### src/rtl/chemical_safety_sequencer_if.sv
// Plant-side sensor/operator inputs and alarm/valve/status outputs of the tank safety sequencer.
interface chemical_safety_sequencer_if #(
    parameter int unsigned CNT_W = 8
);
    logic             L;
    logic             T;
    logic             P;
    logic             M;
    logic             ack;
    logic             cnt_clr;
    logic             A;
    logic             V;
    logic [1:0]       state;
    logic [CNT_W-1:0] alarm_cnt;

    modport master (
        output L, T, P, M, ack, cnt_clr,
        input  A, V, state, alarm_cnt
    );

    modport slave (
        input  L, T, P, M, ack, cnt_clr,
        output A, V, state, alarm_cnt
    );
endinterface

### src/rtl/chemical_safety_sequencer.sv
// Chemical tank safety controller: sync + debounce of raw sensors, then a latched
// alarm / vent / lockout FSM with registered alarm and vent outputs and an event counter.
module chemical_safety_sequencer #(
    parameter int unsigned DEB_CYCLES  = 4,
    parameter int unsigned VENT_MIN    = 16,
    parameter int unsigned HOLD_CYCLES = 32,
    parameter int unsigned CNT_W       = 8
) (
    input  logic                         clk,
    input  logic                         rst_n,
    chemical_safety_sequencer_if.slave   bus
);

    localparam int unsigned N_SENS = 4;
    localparam int unsigned DW     = (DEB_CYCLES > 1) ? $clog2(DEB_CYCLES) : 1;
    localparam int unsigned TMAX   = (VENT_MIN > HOLD_CYCLES) ? VENT_MIN : HOLD_CYCLES;
    localparam int unsigned TW     = (TMAX > 1) ? $clog2(TMAX) : 1;

    localparam logic [DW-1:0] DEB_LAST  = DW'(DEB_CYCLES - 1);
    localparam logic [TW-1:0] VENT_LOAD = TW'(VENT_MIN - 1);
    localparam logic [TW-1:0] HOLD_LOAD = TW'(HOLD_CYCLES - 1);

    typedef enum logic [1:0] {
        ST_NORMAL  = 2'b00,
        ST_VENT    = 2'b01,
        ST_ALARM   = 2'b10,
        ST_LOCKOUT = 2'b11
    } state_t;

    logic [N_SENS-1:0] w_raw;
    logic [N_SENS-1:0] r_sync1;
    logic [N_SENS-1:0] r_sync2;
    logic [N_SENS-1:0] r_deb;
    logic [DW-1:0]     r_deb_cnt [N_SENS];

    logic w_ld, w_td, w_pd, w_md;
    logic w_alarm_req;
    logic w_vent_req;

    state_t           r_state;
    state_t           w_state_nxt;
    logic [TW-1:0]    r_timer;
    logic [TW-1:0]    w_timer_nxt;
    logic             r_a;
    logic             r_v;
    logic [CNT_W-1:0] r_alarm_cnt;
    logic [CNT_W-1:0] w_alarm_cnt_nxt;

    assign w_raw = {bus.M, bus.P, bus.T, bus.L};

    // Two-flop synchronisers for the asynchronous sensor pins
    always_ff @(posedge clk or negedge rst_n) begin
        if (!rst_n) begin
            r_sync1 <= '0;
            r_sync2 <= '0;
        end else begin
            r_sync1 <= w_raw;
            r_sync2 <= r_sync1;
        end
    end

    // Per-sensor debounce: a change is accepted only after DEB_CYCLES stable mismatching samples
    always_ff @(posedge clk or negedge rst_n) begin
        if (!rst_n) begin
            r_deb <= '0;
            for (int i = 0; i < N_SENS; i++) begin
                r_deb_cnt[i] <= '0;
            end
        end else begin
            for (int i = 0; i < N_SENS; i++) begin
                if (r_sync2[i] == r_deb[i]) begin
                    r_deb_cnt[i] <= '0;
                end else if (r_deb_cnt[i] == DEB_LAST) begin
                    r_deb[i]     <= r_sync2[i];
                    r_deb_cnt[i] <= '0;
                end else begin
                    r_deb_cnt[i] <= r_deb_cnt[i] + DW'(1);
                end
            end
        end
    end

    assign w_ld = r_deb[0];
    assign w_td = r_deb[1];
    assign w_pd = r_deb[2];
    assign w_md = r_deb[3];

    assign w_alarm_req = ~w_md & (w_ld | (w_td & w_pd));
    assign w_vent_req  = w_md | w_pd | (w_td & w_ld);

    // Next-state, shared vent/hold timer and event counter
    always_comb begin
        w_state_nxt     = r_state;
        w_timer_nxt     = (r_timer != '0) ? (r_timer - TW'(1)) : r_timer;
        w_alarm_cnt_nxt = r_alarm_cnt;

        case (r_state)
            ST_NORMAL: begin
                if (w_alarm_req) begin
                    w_state_nxt = ST_ALARM;
                end else if (w_vent_req) begin
                    w_state_nxt = ST_VENT;
                    w_timer_nxt = VENT_LOAD;
                end
            end
            ST_VENT: begin
                if (w_alarm_req) begin
                    w_state_nxt = ST_ALARM;
                end else if (!w_vent_req && (r_timer == '0)) begin
                    w_state_nxt = ST_NORMAL;
                end
            end
            ST_ALARM: begin
                if (bus.ack && !w_alarm_req) begin
                    w_state_nxt = ST_LOCKOUT;
                    w_timer_nxt = HOLD_LOAD;
                end
            end
            ST_LOCKOUT: begin
                if (w_alarm_req) begin
                    w_state_nxt = ST_ALARM;
                end else if (r_timer == '0) begin
                    w_state_nxt = ST_NORMAL;
                end
            end
            default: begin
                w_state_nxt = ST_NORMAL;
            end
        endcase

        // Clear wins over a simultaneous ALARM entry
        if (bus.cnt_clr) begin
            w_alarm_cnt_nxt = '0;
        end else if ((w_state_nxt == ST_ALARM) && (r_state != ST_ALARM) &&
                     (r_alarm_cnt != '1)) begin
            w_alarm_cnt_nxt = r_alarm_cnt + CNT_W'(1);
        end
    end

    always_ff @(posedge clk or negedge rst_n) begin
        if (!rst_n) begin
            r_state     <= ST_NORMAL;
            r_timer     <= '0;
            r_a         <= 1'b0;
            r_v         <= 1'b0;
            r_alarm_cnt <= '0;
        end else begin
            r_state     <= w_state_nxt;
            r_timer     <= w_timer_nxt;
            r_a         <= (w_state_nxt == ST_ALARM);
            r_v         <= (w_state_nxt != ST_NORMAL);
            r_alarm_cnt <= w_alarm_cnt_nxt;
        end
    end

    assign bus.A         = r_a;
    assign bus.V         = r_v;
    assign bus.state     = r_state;
    assign bus.alarm_cnt = r_alarm_cnt;

endmodule

### src/flat_wrapper.sv
// flat-port wrapper written by rule: the top's interface ports become plain ports
module chemical_safety_sequencer_flat 
#(
    parameter int unsigned DEB_CYCLES  = 4,
    parameter int unsigned VENT_MIN    = 16,
    parameter int unsigned HOLD_CYCLES = 32,
    parameter int unsigned CNT_W       = 8
)
  (clk, rst_n, bus_L, bus_T, bus_P, bus_M, bus_ack, bus_cnt_clr, bus_A, bus_V, bus_state, bus_alarm_cnt);
  chemical_safety_sequencer_if #(.CNT_W(CNT_W)) bus_i ();
  input  logic clk;
  input  logic rst_n;
  input wire logic [$bits(bus_i.L)-1:0] bus_L;
  input wire logic [$bits(bus_i.T)-1:0] bus_T;
  input wire logic [$bits(bus_i.P)-1:0] bus_P;
  input wire logic [$bits(bus_i.M)-1:0] bus_M;
  input wire logic [$bits(bus_i.ack)-1:0] bus_ack;
  input wire logic [$bits(bus_i.cnt_clr)-1:0] bus_cnt_clr;
  output wire logic [$bits(bus_i.A)-1:0] bus_A;
  output wire logic [$bits(bus_i.V)-1:0] bus_V;
  output wire logic [$bits(bus_i.state)-1:0] bus_state;
  output wire logic [$bits(bus_i.alarm_cnt)-1:0] bus_alarm_cnt;
  assign bus_i.L = bus_L;
  assign bus_i.T = bus_T;
  assign bus_i.P = bus_P;
  assign bus_i.M = bus_M;
  assign bus_i.ack = bus_ack;
  assign bus_i.cnt_clr = bus_cnt_clr;
  assign bus_A = bus_i.A;
  assign bus_V = bus_i.V;
  assign bus_state = bus_i.state;
  assign bus_alarm_cnt = bus_i.alarm_cnt;
  chemical_safety_sequencer #(.DEB_CYCLES(DEB_CYCLES), .VENT_MIN(VENT_MIN), .HOLD_CYCLES(HOLD_CYCLES), .CNT_W(CNT_W)) u_core (.clk(clk), .rst_n(rst_n), .bus(bus_i));
endmodule
### config.mk
export PLATFORM = sky130hd
export DESIGN_NAME = chemical_safety_sequencer_flat
export DESIGN_NICKNAME = d
export VERILOG_FILES = /design/src/rtl/chemical_safety_sequencer_if.sv /design/src/rtl/chemical_safety_sequencer.sv /design/src/flat_wrapper.sv
export SDC_FILE = /design/constraint.sdc
export NUM_CORES = 1
export LEC_CHECK = 0
export CAP_MARGIN = 0
export CORE_UTILIZATION = 53
export DETAILED_ROUTE_END_ITERATION = 12
export MAX_ROUTING_LAYER = met4
export PLACE_DENSITY = 0.77
export SYNTH_ARGS = -nofsm -noshare
export SYNTH_HDL_FRONTEND = slang
export SYNTH_SLANG_ARGS = --single-unit
### constraint.sdc
create_clock -name clk -period 2.3 [get_ports clk]
set_input_delay 0.69 -clock clk [delete_from_list [all_inputs] [get_ports clk]]
set_output_delay 0.69 -clock clk [all_outputs]
set_load 0.1 [all_outputs]
==> impl_results.md <==
* Post-Synth Simple-Gate Area at 0.156
* Layout cells sized above 1 at 0.213
* Register area share after synthesis at 0.585
* Largest net degree at the start of global routing at 38
* Crit end category: register
* Adder-cell share of the synthesized area at 0.0474
* Clock power frac at 0.186
* Worst Tran Pin Value at roughly 0.51 ns
* Status: complete, no violations
* FILL cells at 220
* Number of antenna violations at the first check in global routing at 0
* Area added between synthesis and finish at 16.4%
* Port Buf Inserts at 19
* Count of cell types in the netlist at 32
* Post-synthesis compound-gate area fraction at 0.0996
* Skew final at roughly 0.0039 ns
* Final setup TNS at 0 ns
* Routability cong. at 0.806
* Post-DP HPWL at slightly below 2000 um
* FP Rows at 19
* Final Instance Area at between 0.0015 and 0.002 sq mm
* Grt ovf at 0
* Post-CTS Hold Fix Bufs at 0
* CTS tree: built
* Synth Instances at 135
* Max-Cap Viols at 0
* RSZ-0062 raised after global routing: no
* Vias in the first global route at around 1100
* Via Count at 1088
* Clock Latency Late Sink at ~0.35 ns
* CTS resizes at 0
* Tcrit/Tclk final at 0.868
* I/O pins at 20
* Die area at 0.00321 sq mm
* Critical Path AT at 2.21 ns
* Rel. slew slack at 0.658
* Register-to-register setup slack at between 0.3 and 0.4 ns
* Routed WL per cell at approximately 14 um
* Critical path type: register to register
* Core area at 0.00278 sq mm
* VDD IR max at between 800 and 900 uV
* Antenna diodes at 0
* Min Clock Period, post-route at between 1.5 and 2 ns
* Cell taking the most area after synthesis: dfrtp_1
* CP Max Fanout at 7
* Post-CTS Setup Bufs at 0
* Worst-path clk slew at between 0.1 and 0.15 ns
* First-pass GRT wire length at approximately 4800 um
* DRT iter0 DRCs at 42
* Worst Setup Start Kind: register
* Mapped Avg Cell Area at between 10 and 15 sq um
* Slew Limit Fails at 0
* DRC Markers at 0
* H-tree depth at 2
* Post-Synth XOR/XNOR Area at 0.0387
* Synthesized Nets at 149
* P_leak at roughly 0.81 nW
* Hold Fails Final Rpt at 0
* Clock Tree Buf Depth at 2
* DR pass1 iterations at 4
* Min-Delay Path Class: register to register
* Synth area leaders: dfrtp_1, mux2_2, ha_1
* Sw Share at 0.387
* Synth warn at 0
* Final #Nets at approximately 170
* Routed WL at 2750 um
* GRT Total Usage at 0.211
* Combinational family with the most area after synthesis: simple AND/OR/NAND/NOR gates
* Sw Pwr at 811 uW
* Antenna Nets Post-Route at 0
* Total Power at 2.10 mW
* Int Power at ~1.3 mW
* Core Util, Final at 0.662
* Final setup vio count at 0
* Post-synthesis mux area share at 0.0498
* Placed Area at around 0.0018 sq mm
* Cell Area, Synth at between 0.0015 and 0.002 sq mm
* Combinational Power Share at 0.362
* Power Density at around 1100 mW/mm^2
* Clk sink count at 37
* Die height at 56.6 um
* Synth top area share at 0.585
* Register share of total power at 0.453
* Number of buffers created by CTS at 5
* CP required at around 2.5 ns
* Min Hold Slack at roughly 0.36 ns
* Max Fclk at ~500 MHz
* DR vias/cell at roughly 5.7
* Synth Register Bits at 37
* Root buf cell: clkbuf_4
* Die width at roughly 57 um
* Initial core utilization at 0.569
-- logic make-up after synthesis --
group           after synthesis
buf+inv                       8
simple gates                 44
fa+ha+maj                     6
flops                        37
xor+xnor                      7
mux                           7
compound gates               26
-- stage by stage --
step	setup slack, ns	std cells
after floorplan	0.110	135
after global placement	0.460	183
after detailed placement	0.343	183
after CTS	0.315	191
after global routing	0.177	191
final	0.305	191
-- worst max-delay path: stages (launching register included) --
cell     delay [ns]
dfrtp_1        0.39
inv_1          0.10
ha_1           0.19
or3b_2         0.48
nor2_1         0.39
mux2_2         0.24
o21ai_0        0.08
-- metal layers --
metal / vias up / global-route usage / wire length, um
li1: 523 / - / -
met1: 541 / 0.235 / 1230
met2: 18 / 0.333 / 1320
met3: 6 / 0.0922 / 139
met4: 0 / 0.0836 / 56
met5: - / - / 0
-- cells in the mapped netlist --
library cell,number
o21bai_1,1
or3b_4,1
nor3_1,6
or3b_2,1
clkbuf_1,1
nor4_1,1
o21ai_0,10
o211ai_1,1
dfrtp_1,37
nor3b_1,2
a32oi_1,1
a21oi_2,1
nor2b_1,6
nand4_1,1
or2b_2,1
o31ai_1,3
or3_1,3
buf_6,1
or4_1,2
nand3_1,3
a21o_1,3
ha_1,6
nand2_1,9
inv_1,5
nand2b_1,1
xnor2_1,7
or2_2,1
nor2_1,5
a21oi_1,6
mux2_2,7
buf_1,1
or3b_1,1
-- flip-flops by register name (all words and copies together), names as in the netlist --
register / flops
u_core.r_sync2: 4
u_core.r_timer: 5
u_core.r_deb: 4
u_core.bus.state: 2
u_core.r_deb_cnt: 8
u_core.bus.alarm_cnt: 8
u_core.r_sync1: 4
u_core.bus.A: 1
u_core.bus.V: 1
-- final cells by class --
class / count / area [sq um] / share of cell area
multi-input cells: 90 / 619 / 0.336
clock buffers: 7 / 65.1 / 0.0353
flip-flops and latches: 37 / 927 / 0.503
well taps: 31 / 38.8 / 0.0211
repair buffers: 20 / 168 / 0.0910
inverters: 5 / 18.8 / 0.0102
clock inverters: 1 / 5.00 / 0.00272
-- cell usage in the layout, fill, tap and decap left out, types with 3 or more instances in the layout --
| cell type | Yosys | routed |
|---|---|---|
| dfrtp_1 | 37 | 36 |
| buf_4 | 0 | 13 |
| o21ai_0 | 10 | 10 |
| nand2_1 | 9 | 9 |
| mux2_2 | 7 | 7 |
| xnor2_1 | 7 | 7 |
| clkdlybuf4s50_1 | 0 | 7 |
| nor3_1 | 6 | 6 |
| nor2b_1 | 6 | 6 |
| a21oi_1 | 6 | 6 |
| ha_1 | 6 | 6 |
| inv_1 | 5 | 5 |
| nor2_1 | 5 | 5 |
| clkbuf_4 | 0 | 5 |
| nand3_1 | 3 | 3 |
| a21o_1 | 3 | 3 |
| o31ai_1 | 3 | 3 |
| or3_1 | 3 | 3 |
-- power by group through the flow --
stage	sequential [mW]	clock, mW	combinational, mW
2_1_floorplan	1.13	0	0.427
3_3_place_gp	0.950	0	0.724
3_5_place_dp	0.967	0	0.759
4_1_cts	0.952	0.402	0.764
5_1_grt	0.972	0.434	0.838
6_report	0.949	0.389	0.758
-- path summary, 6_finish.rpt --
check,cells past startpoint,to,start
worst max register to register,6,u_core.bus.state[0],u_core.r_timer[0]
min in group asynchronous,2,u_core.r_sync2[1],rst_n
worst max-delay path,6,u_core.bus.state[0],u_core.r_timer[0]
worst min register to register,0,u_core.r_sync2[0],u_core.r_sync1[0]
worst min-delay path,0,u_core.r_sync2[0],u_core.r_sync1[0]
max in group asynchronous,2,u_core.bus.state[0],rst_n
(Power assumes the default switching activity.)
